[src/rtl/constant_pkg.sv]
// Constants shared between the fetch stage and the program loader.
package constant;

  localparam int unsigned INST_SIZE  = 5;
  localparam logic [31:0] END_MARKER = 32'h0000_003F;

  typedef enum logic [2:0] {
    LD_IDLE,
    LD_RECV,
    LD_WRITE,
    LD_DONE,
    LD_ERROR
  } loader_state_t;

  typedef enum logic [1:0] {
    RX_IDLE,
    RX_START,
    RX_DATA,
    RX_STOP
  } rx_state_t;

endpackage

[src/rtl/program_loader_uart_rx.sv]
// 8N1 UART receiver: mid-bit sampling timed from the synchronized start edge.
module uart_rx
  import constant::*;
#(
  parameter int unsigned CLK_PER_HALF_BIT = 434
) (
  input  logic       clk,
  input  logic       rstn,
  input  logic       rxd,
  output logic [7:0] rx_data,
  output logic       rx_valid,
  output logic       rx_ferr
);

  localparam int unsigned CNT_W = $clog2(2 * CLK_PER_HALF_BIT);
  localparam logic [CNT_W-1:0] CNT_FULL  = CNT_W'(2 * CLK_PER_HALF_BIT - 1);
  localparam logic [CNT_W-1:0] CNT_START = CNT_W'(CLK_PER_HALF_BIT - 2);
  localparam logic [CNT_W-1:0] CNT_ONE   = CNT_W'(1);

  logic             sync1_q, sync2_q, prev_q;
  rx_state_t        state_q, state_d;
  logic [CNT_W-1:0] cnt_q, cnt_d;
  logic [2:0]       bit_q, bit_d;
  logic [7:0]       shift_q, shift_d;
  logic [7:0]       data_d;
  logic             valid_d, ferr_d;

  // Next-state: start re-check at half bit, then one sample per full bit.
  always_comb begin
    state_d = state_q;
    cnt_d   = cnt_q;
    bit_d   = bit_q;
    shift_d = shift_q;
    data_d  = rx_data;
    valid_d = 1'b0;
    ferr_d  = 1'b0;
    case (state_q)
      RX_IDLE: begin
        if (prev_q && !sync2_q) begin
          state_d = RX_START;
          cnt_d   = CNT_START;
        end
      end
      RX_START: begin
        if (cnt_q == '0) begin
          if (sync2_q) begin
            state_d = RX_IDLE;
          end else begin
            state_d = RX_DATA;
            cnt_d   = CNT_FULL;
            bit_d   = 3'd0;
          end
        end else begin
          cnt_d = cnt_q - CNT_ONE;
        end
      end
      RX_DATA: begin
        if (cnt_q == '0) begin
          shift_d = {sync2_q, shift_q[7:1]};
          cnt_d   = CNT_FULL;
          if (bit_q == 3'd7) begin
            state_d = RX_STOP;
          end else begin
            bit_d = bit_q + 3'd1;
          end
        end else begin
          cnt_d = cnt_q - CNT_ONE;
        end
      end
      RX_STOP: begin
        if (cnt_q == '0) begin
          state_d = RX_IDLE;
          if (sync2_q) begin
            valid_d = 1'b1;
            data_d  = shift_q;
          end else begin
            ferr_d = 1'b1;
          end
        end else begin
          cnt_d = cnt_q - CNT_ONE;
        end
      end
      default: state_d = RX_IDLE;
    endcase
  end

  always_ff @(posedge clk or negedge rstn) begin
    if (!rstn) begin
      sync1_q  <= 1'b1;
      sync2_q  <= 1'b1;
      prev_q   <= 1'b1;
      state_q  <= RX_IDLE;
      cnt_q    <= '0;
      bit_q    <= 3'd0;
      shift_q  <= 8'd0;
      rx_data  <= 8'd0;
      rx_valid <= 1'b0;
      rx_ferr  <= 1'b0;
    end else begin
      sync1_q  <= rxd;
      sync2_q  <= sync1_q;
      prev_q   <= sync2_q;
      state_q  <= state_d;
      cnt_q    <= cnt_d;
      bit_q    <= bit_d;
      shift_q  <= shift_d;
      rx_data  <= data_d;
      rx_valid <= valid_d;
      rx_ferr  <= ferr_d;
    end
  end

endmodule

[src/rtl/program_loader.sv]
// Loads a program image from UART into instruction memory, little-endian words,
// stopping after the end marker word has been written.
module program_loader
  import constant::*;
#(
  parameter int unsigned CLK_PER_HALF_BIT = 434
) (
  input  logic                 clk,
  input  logic                 rstn,
  input  logic                 enable,
  input  logic                 rxd,
  output logic                 we,
  output logic [INST_SIZE-1:0] waddr,
  output logic [31:0]          wdata,
  output logic                 done,
  output logic                 err
);

  logic [7:0] rx_data;
  logic       rx_valid;
  logic       rx_ferr;

  uart_rx #(
    .CLK_PER_HALF_BIT(CLK_PER_HALF_BIT)
  ) u_uart_rx (
    .clk     (clk),
    .rstn    (rstn),
    .rxd     (rxd),
    .rx_data (rx_data),
    .rx_valid(rx_valid),
    .rx_ferr (rx_ferr)
  );

  loader_state_t        state_q, state_d;
  logic [1:0]           idx_q, idx_d;
  logic [INST_SIZE-1:0] addr_q, addr_d;
  logic [31:0]          word_q, word_d;
  logic [INST_SIZE-1:0] waddr_d;
  logic [31:0]          wdata_d;
  logic                 we_d, done_d, err_d;

  // Enable low wins over everything except the sticky error state.
  always_comb begin
    state_d = state_q;
    idx_d   = idx_q;
    addr_d  = addr_q;
    word_d  = word_q;
    waddr_d = waddr;
    wdata_d = wdata;
    if (!enable && state_q != LD_ERROR) begin
      state_d = LD_IDLE;
      idx_d   = 2'd0;
      addr_d  = '0;
    end else begin
      case (state_q)
        LD_IDLE: begin
          state_d = LD_RECV;
          idx_d   = 2'd0;
          addr_d  = '0;
        end
        LD_RECV: begin
          if (rx_ferr) begin
            state_d = LD_ERROR;
          end else if (rx_valid) begin
            word_d = {rx_data, word_q[31:8]};
            idx_d  = idx_q + 2'd1;
            if (idx_q == 2'd3) begin
              state_d = LD_WRITE;
              waddr_d = addr_q;
              wdata_d = {rx_data, word_q[31:8]};
            end
          end
        end
        LD_WRITE: begin
          if (word_q == END_MARKER) begin
            state_d = LD_DONE;
          end else if (&addr_q) begin
            state_d = LD_ERROR;
          end else begin
            addr_d  = addr_q + INST_SIZE'(1);
            state_d = LD_RECV;
          end
        end
        LD_DONE:  state_d = LD_DONE;
        LD_ERROR: state_d = LD_ERROR;
        default:  state_d = LD_IDLE;
      endcase
    end
    we_d   = (state_d == LD_WRITE);
    done_d = (state_d == LD_DONE);
    err_d  = (state_d == LD_ERROR);
  end

  always_ff @(posedge clk or negedge rstn) begin
    if (!rstn) begin
      state_q <= LD_IDLE;
      idx_q   <= 2'd0;
      addr_q  <= '0;
      word_q  <= 32'd0;
      we      <= 1'b0;
      waddr   <= '0;
      wdata   <= 32'd0;
      done    <= 1'b0;
      err     <= 1'b0;
    end else begin
      state_q <= state_d;
      idx_q   <= idx_d;
      addr_q  <= addr_d;
      word_q  <= word_d;
      we      <= we_d;
      waddr   <= waddr_d;
      wdata   <= wdata_d;
      done    <= done_d;
      err     <= err_d;
    end
  end

endmodule

[config.mk]
export PLATFORM = sky130hd
export DESIGN_NAME = program_loader
export DESIGN_NICKNAME = d
export VERILOG_FILES = /design/src/rtl/constant_pkg.sv /design/src/rtl/program_loader_uart_rx.sv /design/src/rtl/program_loader.sv
export SDC_FILE = /design/constraint.sdc
export NUM_CORES = 1
export LEC_CHECK = 0
export BUFFER_PORTS_ARGS = -buffer_cell sky130_fd_sc_hd__buf_2
export CAP_MARGIN = 30
export CELL_PAD_IN_SITES_DETAIL_PLACEMENT = 0
export CELL_PAD_IN_SITES_GLOBAL_PLACEMENT = 2
export CORE_MARGIN = 2
export CORE_UTILIZATION = 47
export CTS_BUF_LIST = sky130_fd_sc_hd__clkbuf_4 sky130_fd_sc_hd__clkbuf_8
export DETAILED_ROUTE_END_ITERATION = 12
export PLACE_DENSITY = 0.88
export SLEW_MARGIN = 20
export SYNTH_ARGS = -nofsm -noshare
export SYNTH_HDL_FRONTEND = slang
export SYNTH_SLANG_ARGS = --single-unit
[constraint.sdc]
create_clock -name clk -period 5.5 [get_ports clk]
set_input_delay 0.275 -clock clk [delete_from_list [all_inputs] [get_ports clk]]
set_output_delay 0.275 -clock clk [all_outputs]
set_load 0.01 [all_outputs]
After elaboration in Yosys (flattened, before gate mapping)
Cells that the tools add are included.
W data, S select, Z words.
- $add $sub $neg: 4
- equal/unequal tests: 27
- mux-type cells: 39
- bitwise gates (word level): 2
- reductions and logical operators: 20
- operators with widths (cell ; number):
    $mux W10 ; 5
    $pmux W10 S4 ; 1
    $eq A32 B6 Y1 const B ; 1
    $mux W3 ; 10
    $reduce_and A5 Y1 ; 4
    $mux W2 ; 9
    $mux W5 ; 3
    $ne A3 B3 Y1 const B ; 5
    $pmux W3 S5 ; 1
    $eq A3 B2 Y1 const B ; 4
    $reduce_and A3 Y1 ; 4
    $logic_not A10 Y1 ; 1
    $ne A2 B1 Y1 const B ; 5
    $pmux W5 S2 ; 1
    $sub A10 B1 Y10 const B ; 1
    $eq A3 B3 Y1 const B ; 3
    $pmux W2 S4 ; 1
    $eq A2 B2 Y1 const B ; 3
    $mux W1 ; 6
    $ne A2 B2 Y1 const B ; 3
    $pmux W3 S2 ; 1
    $reduce_bool A3 Y1 ; 2
    $add A5 B1 Y5 const B ; 1
    $pmux W2 S2 ; 1
    other kinds (13) ; 16
- bits in registers: 118
- input bits: 4
- output and inout bits: 40
- word-level logic and storage cells: 111

Logic depth before layout (Yosys ltp)
Gate-level depths: netlist of the first run.
- depth after elaboration: 7
- depth in mapped cells: 7
- depth with buffers taken out: 6

Modules after synthesis
A second synthesis of the first run with hierarchy kept.
- cell total of the unflattened synthesis: 395
- area, all modules: 5180.0 µm²
- by module, submodules not included (module ; times used ; cells each ; area an instance (µm²) ; sequential area each (µm²)):
    program_loader ; 1 ; 231 ; 3328.2 ; 2052.0
    uart_rx ; 1 ; 164 ; 1851.8 ; 904.6

Worst setup path before layout of the first run
OpenSTA, ideal clock, no wires.
- path kind: register to register
- start: register u_uart_rx.cnt_q[0]
- end: register u_uart_rx.bit_q[0]
- setup time: 0.125 ns
- arrival: 1.959 ns
- data required time: 5.375 ns
- path slack: 3.417 ns
- stages on the path, launching flop included: 7
- path buffers: 0
- period minus slack after synthesis: 2.083 ns
- cell sequence: dfrtp_1 > inv_1 > ha_1 > or3b_4 > nor3_4 > o211a_1 > mux2_2
- cells in the longest elaborated chain, start to end: 3
- elaborated cells on any way between the ends: 4
- classes of those cells: eq/ne: 2; reduce/logical: 2
- RTL lines (what ; RTL line ; text):
    start: declaration ; program_loader_uart_rx.sv:22 ; logic [CNT_W-1:0] cnt_q, cnt_d;
    start signal: assignment ; program_loader_uart_rx.sv:104 ; cnt_q <= cnt_d;
    $logic_not A10 Y1 (*) ; program_loader_uart_rx.sv:45, program_loader_uart_rx.sv:58 ;
    $ne A2 B1 Y1 (no line) ; -- ;
    $reduce_and A5 Y1 (no line) (*) ; -- ;
    end signal: assignment ; program_loader_uart_rx.sv:105 ; bit_q <= bit_d;
    end: declaration ; program_loader_uart_rx.sv:23 ; logic [2:0] bit_q, bit_d;
Every way passes the cells marked *; elsewhere a longest branch is shown, timed or not.
A chain may end at the register's enable or synchronous reset.

Final worst setup path of the first run
- start: register state_q[2]
- end: register wdata[23]
- cells in the longest elaborated chain, start to end: 4
- elaborated cells on any way between the ends: 5
- classes of those cells: eq/ne: 2; bitwise: 1; reduce/logical: 2
- RTL lines (what ; RTL line ; text):
    start: declaration ; program_loader.sv:34 ; loader_state_t state_q, state_d;
    start signal: assignment ; program_loader.sv:106 ; state_q <= state_d;
    $ne A3 B3 Y1 ; program_loader.sv:50 ; if (!enable && state_q != LD_ERROR) begin
    $logic_and A1 B1 Y1 ; program_loader.sv:50 ;
    $not A1 Y1 (no line) ; -- ;
    $reduce_and A5 Y1 (no line) (*) ; -- ;
    end signal: assignment ; program_loader.sv:112 ; wdata <= wdata_d;
    end: declaration ; program_loader.sv:14 ; output logic [31:0] wdata,
Marks and branches as above.

==> metrics.md, run 1 <==
| Metric | Value |
|---|---|
| Synth top area cells | dfrtp_1 (55%), mux2_2 (18%), ha_1 (2.4%), dfstp_2 (1.5%), nor4_1 (1.2%) |
| Fillcell total | 883 |
| Tcrit/Tclk final | 45.7% |
| Reg-to-reg startpoint | state_q[2] |
| Cts bufs inserted | 17 |
| Mapped Nets | 404 |
| Combinational power share | 23.0% |
| Clock sinks | 118 |
| Hold path depth | 3 |
| Clock slew at reported path FFs | approximately 0.070 ns |
| Total power | 2.45 mW |
| Yosys top cell area share | 54.9% |
| Most frequent cell after synthesis | dfrtp_1 |
| Worst Hold Launch | enable |
| Clock Latency Late Sink | 0.43 ns |
| Final Setup Violations | 0 |
| Growth of design area from synthesis to finish | 15.6% |
| Final min period | 2.51 ns |
| Die W | between 100 and 150 um |
| Hold Crit Class | input pin to flip-flop |
| Net Sw Frac | 31.1% |
| Rows | 38 |
| Initial Util | 48.3% |
| First-pass GRT wire length | roughly 17000 um |
| Pleak | between 3 and 4 nW |
| CORE AREA | 10800 um^2 |
| Status | complete, no violations |
| Slew @ Worst Pin | 0.776 ns |
| Share of cells above drive strength 1 | 40.1% |
| Routed vias | 3320 |
| Max-Cap Viols | 0 |
| Sw power | 763 uW |
| Die area | around 12000 um^2 |
| Post-Synthesis Cells | 390 |
| Hold path endpoint | idx_q[1] |
| Critical Path Sink Type | flip-flop |
| Initial antenna violation count | 0 |
| Setup CP Type | flip-flop to flip-flop |
| Ys Warns | 0 |
| Reg2reg setup slack | 2.99 ns |
| WL final | 10100 um |
| Slew Limit Fails | 0 |
| Remaining Overflow, GRT | 0 |
| Reg-to-Reg End | wdata[23] |
| Nets | 457 |
| Max rail drop VDD | 0.000189 V |
| # IOs | 44 |
| Routed len/inst | 16.9 um |
| P per Cell Area | 405 nW/um^2 |
| Syn avg cell area | between 10 and 15 um^2 |
| GPL Wtd Cong | 0.816 |
| Proportion of power drawn by the clock network | a little under two fifths |
| Cell Area, Synth | 5240 um^2 |
| Synth top cells by count | dfrtp_1 (115), mux2_2 (84), inv_1 (16), nor2_1 (13), nand2_1 (12) |
| Vias in the first global route | 3268 |
| RSZ-0062 raised after global routing | false |
| Dominant synthesized flop cell | dfrtp_1 |
| Startpoint type of the worst setup path | flip-flop |
| PortBufs | 43 |
| Largest area contributor in the netlist | dfrtp_1 |
| Seq/Total Area, Yosys | a little under three fifths |
| Post-synth ARST share | 100% |
| CTS tree | yes |
| Clock tree buffer depth | 2 |
| Yosys reg bits | 118 |
| Final hold vios | 0 |
| Final HPWL DP | just under 7000 um |
| Inserted Diodes | 0 |
| Pin count of the biggest net entering global routing | 61 |
| Req. time, crit path | 5.81 ns |
| H-tree levels | 4 |
| Post-CTS Setup Bufs | 0 |
| Skew final | 0.0101 ns |
| DRC viols | 0 |
| Vias/cell | 5.57 |
| Die Height | 110 um |
| Crit path max fanout | 24 |
| Drt pass-1 iters | 5 |
| Slew headroom | 47.9% |
| P_int | around 1.7 mW |
| Seq pwr share | roughly 40% |
| Post-synth EDFFs | 0 |
| Peak Freq | 0.398 GHz |
| Setup tns final | 0 ns |
| DR iter-0 viols | between 150 and 200 |
| GRT Total Usage | 18.5% |
| Critical path data arrival time | about 2.8 ns |
| Root buf cell | clkbuf_8 |
| Synth unique cells | 64 |
| Antenna viol nets, final | 0 |
| Reg2Reg Depth | 5 |
worst max-delay path, cell delays in order, from the launching register on:
cell and delay (ns):
dfrtp_1 0.47, nand2b_1 0.24, a21oi_1 0.25, o21a_1 0.60, buf_4 0.44, mux2_2 0.38
logic make-up after synthesis:
family                   after synthesis  synth area share [%]
AO/OA/AOI/OAI                         61                  9.02
adder cells (fa/ha/maj)               10                  2.39
buffers and inverters                 30                  2.84
flip-flops                           118                  56.4
multiplexers                          89                  19.0
AND/OR/NAND/NOR                       82                  10.3
flip-flops by register name, summed over array words and instances, names as in the netlist, 2 cells and up, named ones only:
name and flops:
u_uart_rx.shift_q 8, idx_q 2, wdata 32, u_uart_rx.rx_data 8, u_uart_rx.cnt_q 10, addr_q 5
u_uart_rx.bit_q 3, word_q 32, state_q 3, waddr 5
metal layers:
| layer | GRT usage (%) | up-vias | part of all wire (%) |
|---|---|---|---|
| met5 | 0 | - | 0 |
| met4 | 8.05 | 0 | 1.4 |
| met3 | 5.45 | 13 | 3.3 |
| met2 | 27.7 | 63 | 48 |
| met1 | 25.0 | 1673 | 48 |
| li1 | - | 1571 | - |
area by class of cell:
class / count / area, um^2 / area share (%)
multi-input combinational: 242 / 2140 / 35.3
clock buffer: 20 / 275 / 4.54
timing repair buffer: 48 / 260 / 4.29
sequential: 118 / 2960 / 48.8
tap: 140 / 175 / 2.89
inverter: 16 / 60.1 / 0.991
clock inverter: 12 / 190 / 3.14
cell usage in the layout, fill, tap and decap left out, types with 3 or more instances in the layout:
cell | netlist | final
dfrtp_1 | 115 | 115
ha_1 | 10 | 10
nand2_1 | 12 | 12
clkbuf_8 | 0 | 20
a22oi_1 | 3 | 3
o22a_1 | 5 | 5
a31oi_1 | 3 | 3
a21oi_1 | 10 | 10
a211o_1 | 3 | 3
inv_1 | 16 | 16
nor2_1 | 13 | 13
dfstp_2 | 3 | 3
buf_2 | 5 | 42
bufinv_16 | 0 | 4
mux2_2 | 84 | 84
inv_6 | 0 | 3
buf_4 | 2 | 4
nor4_1 | 10 | 10
o21ai_0 | 7 | 7
nand2b_1 | 4 | 4
and3_1 | 3 | 3
a211oi_1 | 4 | 4
nand4_1 | 5 | 5
mux2i_1 | 3 | 3
nor3_1 | 7 | 7
o211ai_1 | 5 | 5
power groups by stage:
stage          Combinational, mW  Sequential (mW)  Clock [mW]
3_3_place_gp               0.551            0.995           0
5_1_grt                    0.624            0.990       0.968
4_1_cts                    0.566            0.980       0.934
2_1_floorplan              0.448            0.981           0
6_report                   0.563            0.981       0.909
3_5_place_dp               0.561            0.997           0
worst max path at each step:
stage                       startpoint            endpoint  slack, ns  cells past startpoint
global placement            state_q[2]           wdata[26]       3.11                      5
detailed placement          state_q[2]           wdata[22]       3.01                      5
CTS                         state_q[2]           wdata[13]       2.99                      5
finish                      state_q[2]           wdata[23]       2.99                      5
global route                state_q[2]           wdata[23]       2.84                      5
floorplan           u_uart_rx.cnt_q[0]  u_uart_rx.bit_q[0]       3.42                      6
stage by stage:
step	util, %	hold WS, ns	instances	setup WS (ns)	instance area, um^2
final	55.9	0.225	596	2.99	6060
after floorplan	-	-0.0206	390	3.42	5240
after detailed placement	51.4	0.347	562	3.01	5570
after global routing	55.9	0.212	596	2.84	6060
after global placement	51.4	0.345	562	3.11	5570
after CTS	55.8	0.194	596	2.99	6050
what timing repair did:
item	in CTS	in global routing
resized for setup	0	0
hold buffers	2	0
endpoints found under the hold margin	59	0
(Power assumes the default switching activity.)
==> run 2, diff against run 1 <==
CORE_UTILIZATION = 39   (was 47)
PLACE_DENSITY = 0.78   (was 0.88)
clock period = 2.2 ns   (was 5.5 ns; I/O delays follow)
==> run 2 against run 1 <==
Critical path depth rose by 1. Utilization decreased by 8.7 points. Clock power increased by 130%. Final area is 2.6% higher. Critical path type unchanged.
==> metrics.md, run 2 (synthesis gave the netlist of run 1 again) <==
| Metric | Value |
|---|---|
| Most frequent cells in the layout | dfrtp_1 (115), mux2_2 (84), buf_2 (42) |
| DR iter-0 viols | between 150 and 200 |
| Clock tree buffer depth | 2 |
| Setup CP Type | flip-flop to flip-flop |
| Vias/cell | 5.23 |
| Die Height | around 120 um |
| # IOs | 44 |
| Startpoint type of the worst setup path | flip-flop |
| Growth of design area from synthesis to finish | 18.7% |
| Cts bufs inserted | 17 |
| Initial Util | around 40% |
| DRC viols | 0 |
| Max-Cap Viols | 0 |
| Rows | 42 |
| Post-CTS Setup Bufs | 0 |
| Status | complete, no violations |
| Worst Hold Launch | enable |
| Largest regs | wdata x32, word_q x32, u_uart_rx.cnt_q x10 |
| Crit path max fanout | 5 |
| Setup tns final | 0 ns |
| GPL Wtd Cong | 0.849 |
| Initial antenna violation count | 0 |
| Critical path data arrival time | 2.40 ns |
| Die area | about 14000 um^2 |
| Slew @ Worst Pin | 0.433 ns |
| P per Cell Area | 988 nW/um^2 |
| Crit. Startpoint | u_uart_rx.cnt_q[1] |
| Clock sinks | 118 |
| Nets | 474 |
| Skew final | 0.00826 ns |
| Clock Latency Late Sink | 0.43 ns |
| CP peak stage delay | between 0.4 and 0.5 ns |
| Pin count of the biggest net entering global routing | 47 |
| Commonest non-fill, non-tap cell in the layout | dfrtp_1 |
| Final min period | roughly 2.1 ns |
| Vias in the first global route | 3289 |
| WL final | 10300 um |
| CTS tree | yes |
| Slew Limit Fails | 0 |
| Final HPWL DP | between 7000 and 8000 um |
| Root buf cell | clkbuf_8 |
| Die W | 120 um |
| Worst-path cell chain | inv_1 > ha_1 > or3b_4 > nor3_4 > o211a_1 > mux2_2 |
| Req. time, crit path | 2.52 ns |
| Final hold vios | 0 |
| Fin Hold WS | approximately 0.04 ns |
| H-tree levels | 4 |
| Max rail drop VDD | between 0.0005 and 0.0006 V |
| Clock slew at reported path FFs | about 0.070 ns |
| Drt pass-1 iters | 5 |
| Slew headroom | between 70 and 80% |
| CORE AREA | 13200 um^2 |
| Antenna viol nets, final | 0 |
| GRT Max-Usage Layer | met2 |
| Met2 usage in global routing | between 20% and 30% |
| Critical-path top delay cell | or3b_4 |
| Remaining Overflow, GRT | 0 |
| Share of cells above drive strength 1 | between 40% and 50% |
| Final Setup Violations | 0 |
| Post-cts sizing count | 0 |
| Hold Crit Class | input pin to flip-flop |
| Peak Freq | 0.480 GHz |
| PortBufs | 43 |
| First-pass GRT wire length | 17200 um |
| M3 GR Usage | 4.09% |
| Grt met1 use | 21.0% |
| Tcrit/Tclk final | 94.8% |
| Reg-to-reg startpoint | u_uart_rx.cnt_q[1] |
| Inserted Diodes | 0 |
| GRT Total Usage | 15.3% |
| Routed len/inst | 15.8 um |
| RSZ-0062 raised after global routing | false |
| Critical Path Sink Type | flip-flop |
| Pleak | 3.17 nW |
| Routed vias | 3393 |
-- run 2: cell types whose count changed in the layout (fill, tap and decap cells not counted), sizes merged --
| cell | before | now |
|---|---|---|
| buf | 46 | 63 |
| clkinv | 2 | 6 |
| bufinv | 4 | 3 |
| inv | 20 | 17 |
-- run 2: through the flow --
step | total power, mW | util (%) | area, um^2 | std cells | setup slack [ns]
after floorplan | 3.57 | - | 5240 | 390 | 0.117
after global placement | 4.07 | 43.8 | 5780 | 615 | 0.0801
after detailed placement | 4.11 | 43.8 | 5780 | 615 | 0.0410
after CTS | 6.21 | 47.2 | 6220 | 649 | 0.0260
after global routing | 6.51 | 47.2 | 6220 | 649 | 0.00239
final | 6.14 | 47.2 | 6220 | 649 | 0.115
-- run 2: per-layer routing --
layer  up-vias  wire length [um]
li1       1596                 -
met2        75              4750
met3        14               352
met4         0               178
met1      1708              4980
met5         -                 0
-- run 2: what timing repair did --
action,CTS,global route
endpoints found under the hold margin,116,0
endpoints found under the setup margin,0,22
hold buffers,2,0
-- run 2: where the power goes --
part	switching [mW]	leakage, nW	internal (mW)
sequential	0.151	1.62	2.30
clock	0.880	0.212	1.19
combinational	0.881	1.33	0.740
total	1.91	3.17	4.23
-- run 2: worst paths after layout --
check | slack [ns] | cells after the start | endpoint
max in group asynchronous | 1.43 | 3 | u_uart_rx.rx_data[0]
min reg2reg | 0.35 | 0 | u_uart_rx.sync2_q
max reg2reg | 0.11 | 6 | u_uart_rx.bit_q[0]
max | 0.11 | 6 | u_uart_rx.bit_q[0]
min | 0.04 | 3 | idx_q[1]
min in group asynchronous | 0.12 | 2 | word_q[11]
-- run 2: area by class of cell --
class,count,area [um^2]
clock buffer,20,269
sequential,118,2960
inverter,16,60.1
clock inverter,12,151
fill,1213,6970
multi-input combinational,242,2140
timing repair buffer,65,425
tap,176,220
-- run 2: worst max-delay path: cells and delay by family (launching register included) --
| family | cells | cell delay, ns |
|---|---|---|
| DFF | 1 | 0.41 |
| adders and majority gates | 1 | 0.19 |
| and+or+nand+nor | 2 | 0.76 |
| buffers and inverters | 1 | 0.07 |
| AOI/OAI and AO/OA | 1 | 0.21 |
| muxes | 1 | 0.33 |
==> run 3, diff against run 2 <==
clock period = 1.7 ns   (was 2.2 ns; I/O delays follow)
==> run 3 against run 2 <==
The flow now finishes with violations (negative setup slack). Count of clock-buffer cells in the layout increased by 1. Setup slack got worse by 0.34 ns. Flip-flop and latch count is the same. Wire length rose by 19%. Combinational power increased by 91%. Fmax is 8.5% higher. Sequential power grew 26%. Non-clock buffer count is 70 higher. Critical path type unchanged. Critical endpoint unchanged. Largest power group unchanged.
==> metrics.md, run 3 (synthesis gave the netlist of run 1 again) <==
| Metric | Value |
|---|---|
| CP peak stage delay | 0.42 ns |
| Crit path max fanout | 5 |
| Share of cells above drive strength 1 | 56.5% |
| Skew final | 0.00728 ns |
| Largest regs | wdata x32, word_q x32, u_uart_rx.cnt_q x10 |
| Sw power | 2.80 mW |
| P per Cell Area | 1240 nW/um^2 |
| Crit. Startpoint | u_uart_rx.cnt_q[1] |
| Proportion of power drawn by the clock network | between 30% and 40% |
| Startpoint type of the worst setup path | flip-flop |
| Failing checks | negative setup slack |
| Placed cell area | 6220 um^2 |
| Reg-to-reg startpoint | u_uart_rx.cnt_q[1] |
| Antenna viol nets, final | 0 |
| Pin count of the biggest net entering global routing | approximately 60 |
| WL final | 12200 um |
| Worst-path cell chain | inv_1 > ha_2 > or3b_4 > nor3_4 > buf_12 > o211a_4 > mux2_4 |
| Die W | 120 um |
| Register area | 2960 um^2 |
| Rows | 42 |
| Peak Freq | 0.520 GHz |
| CTS tree | yes |
| Die area | 14400 um^2 |
| Critical Path Sink Type | flip-flop |
| Req. time, crit path | 2.04 ns |
| Pleak | roughly 3.7 nW |
| GRT Total Usage | 17.3% |
| Total power | 9.20 mW |
| Most frequent cells in the layout | dfrtp_1 (115), buf_4 (71), mux2_2 (45) |
| Vias/cell | 5.16 |
| # IOs | 44 |
| Finished Cell Area | 7390 um^2 |
| Routed vias | ~3700 |
| Clock Latency Late Sink | 0.45 ns |
| First-pass GRT wire length | 19500 um |
| Buffers & Inverters on Critical Path | 2 |
| Inserted Diodes | 0 |
| Net Sw Frac | 30.4% |
| Growth of design area from synthesis to finish | 41.1% |
| Initial antenna violation count | 0 |
| Remaining Overflow, GRT | 0 |
| DR iter-0 viols | 151 |
| H-tree levels | 4 |
| Critical path data arrival time | 2.26 ns |
| DRC viols | 0 |
| P_int | 6.40 mW |
| Tcrit/Tclk final | 113% |
| Die Height | 120 um |
| Cts bufs inserted | 17 |
| Drt pass-1 iters | 4 |
| Final hold vios | 0 |
| Final Setup Violations | 68 |
| Fin Hold WS | between 0.06 and 0.07 ns |
| Initial Util | 39.7% |
| PortBufs | 43 |
| Clock slew at reported path FFs | 0.07 ns |
| Setup CP Type | flip-flop to flip-flop |
| Fin worst setup slack | -0.221 ns |
| Clock tree buffer depth | 2 |
| Routed len/inst | 17.0 um |
| CORE AREA | 13200 um^2 |
| Final HPWL DP | approximately 7600 um |
| Multi-input gate area | 2560 um^2 |
| Nets | approximately 540 |
| Reg2Reg Depth | 7 |
| Seq pwr share | 33.5% |
| Fillcell total | 1090 |
| Clock sinks | 118 |
| Max rail drop VDD | 0.000768 V |
| Critical-path top delay cell | or3b_4 |
| Combinational power share | 33.6% |
| Setup tns final | -8.17 ns |
| RSZ-0062 raised after global routing | true |
| Slew Limit Fails | 0 |
| Max-Cap Viols | 0 |
| Delay-heaviest family, CP | simple AND/OR/NAND/NOR gates |
| Reg-to-Reg End | u_uart_rx.bit_q[0] |
| Root buf cell | clkbuf_8 |
| Slew headroom | approximately two thirds |
| Commonest non-fill, non-tap cell in the layout | dfrtp_1 |
| Vias in the first global route | around 4000 |
| Status | finished, violations left |
| GPL Wtd Cong | 0.845 |
| Final min period | 1.92 ns |
| Hold Crit Class | input pin to asynchronous set/reset pin |
| Slew @ Worst Pin | about 0.47 ns |
| Reg2reg setup slack | -0.22 ns |
run 3: cell count changes in the layout (fill, tap and decap cells not counted), moves of 5 or more:
cell    change
buf_4      +53
mux2_2     -39
mux2_4     +39
buf_12      +6
buf_6       +6
nor4_1      -6
nor4_2      +5
run 3: power by group through the flow:
stage	Combinational, mW	Sequential, mW	Clock (mW)
floorplan	1.48	3.17	0
global placement	2.56	3.13	0
detailed placement	2.58	3.14	0
CTS	2.80	3.09	3.11
global route	3.34	3.11	3.24
finish	3.09	3.09	3.02
run 3: timing repair:
action	in CTS	in global routing
gates cloned	1	4
hold endpoints to repair	121	0
buffers inserted	5	8
hold buffers	3	0
endpoints found under the setup margin	74	82
pin swaps	21	15
resized for setup	33	63
run 3: through the flow:
stage          setup WS (ns)  cells  util [%]
2_1_floorplan         -0.261    390         -
3_3_place_gp          -0.240    668      47.1
3_5_place_dp          -0.271    668      47.1
4_1_cts               -0.228    709      52.7
5_1_grt               -0.301    719      56.1
6_report              -0.221    719      56.1
run 3: routing by layer:
metal / global-route usage (%) / share of wire (%)
met5: 0 / 0
met4: 8.16 / 2.1
met1: 21.9 / 45
met2: 27.9 / 49
met3: 4.52 / 3.6
run 3: layout make-up:
type	count	share of cell area (%)
Clock buffer	21	3.82
Clock inverter	11	2.64
Inverter	16	0.812
Multi-Input combinational cell	242	34.6
Sequential cell	118	40.0
Tap cell	176	2.98
Timing Repair Buffer	135	15.2
run 3: worst max path at each step:
stage	slack, ns	cells after the start	endpoint
floorplan	-0.26	6	u_uart_rx.bit_q[0]
CTS	-0.23	7	u_uart_rx.bit_q[0]
detailed placement	-0.27	6	u_uart_rx.shift_q[5]
finish	-0.22	7	u_uart_rx.bit_q[0]
global route	-0.30	7	u_uart_rx.bit_q[0]
global placement	-0.24	6	u_uart_rx.bit_q[0]
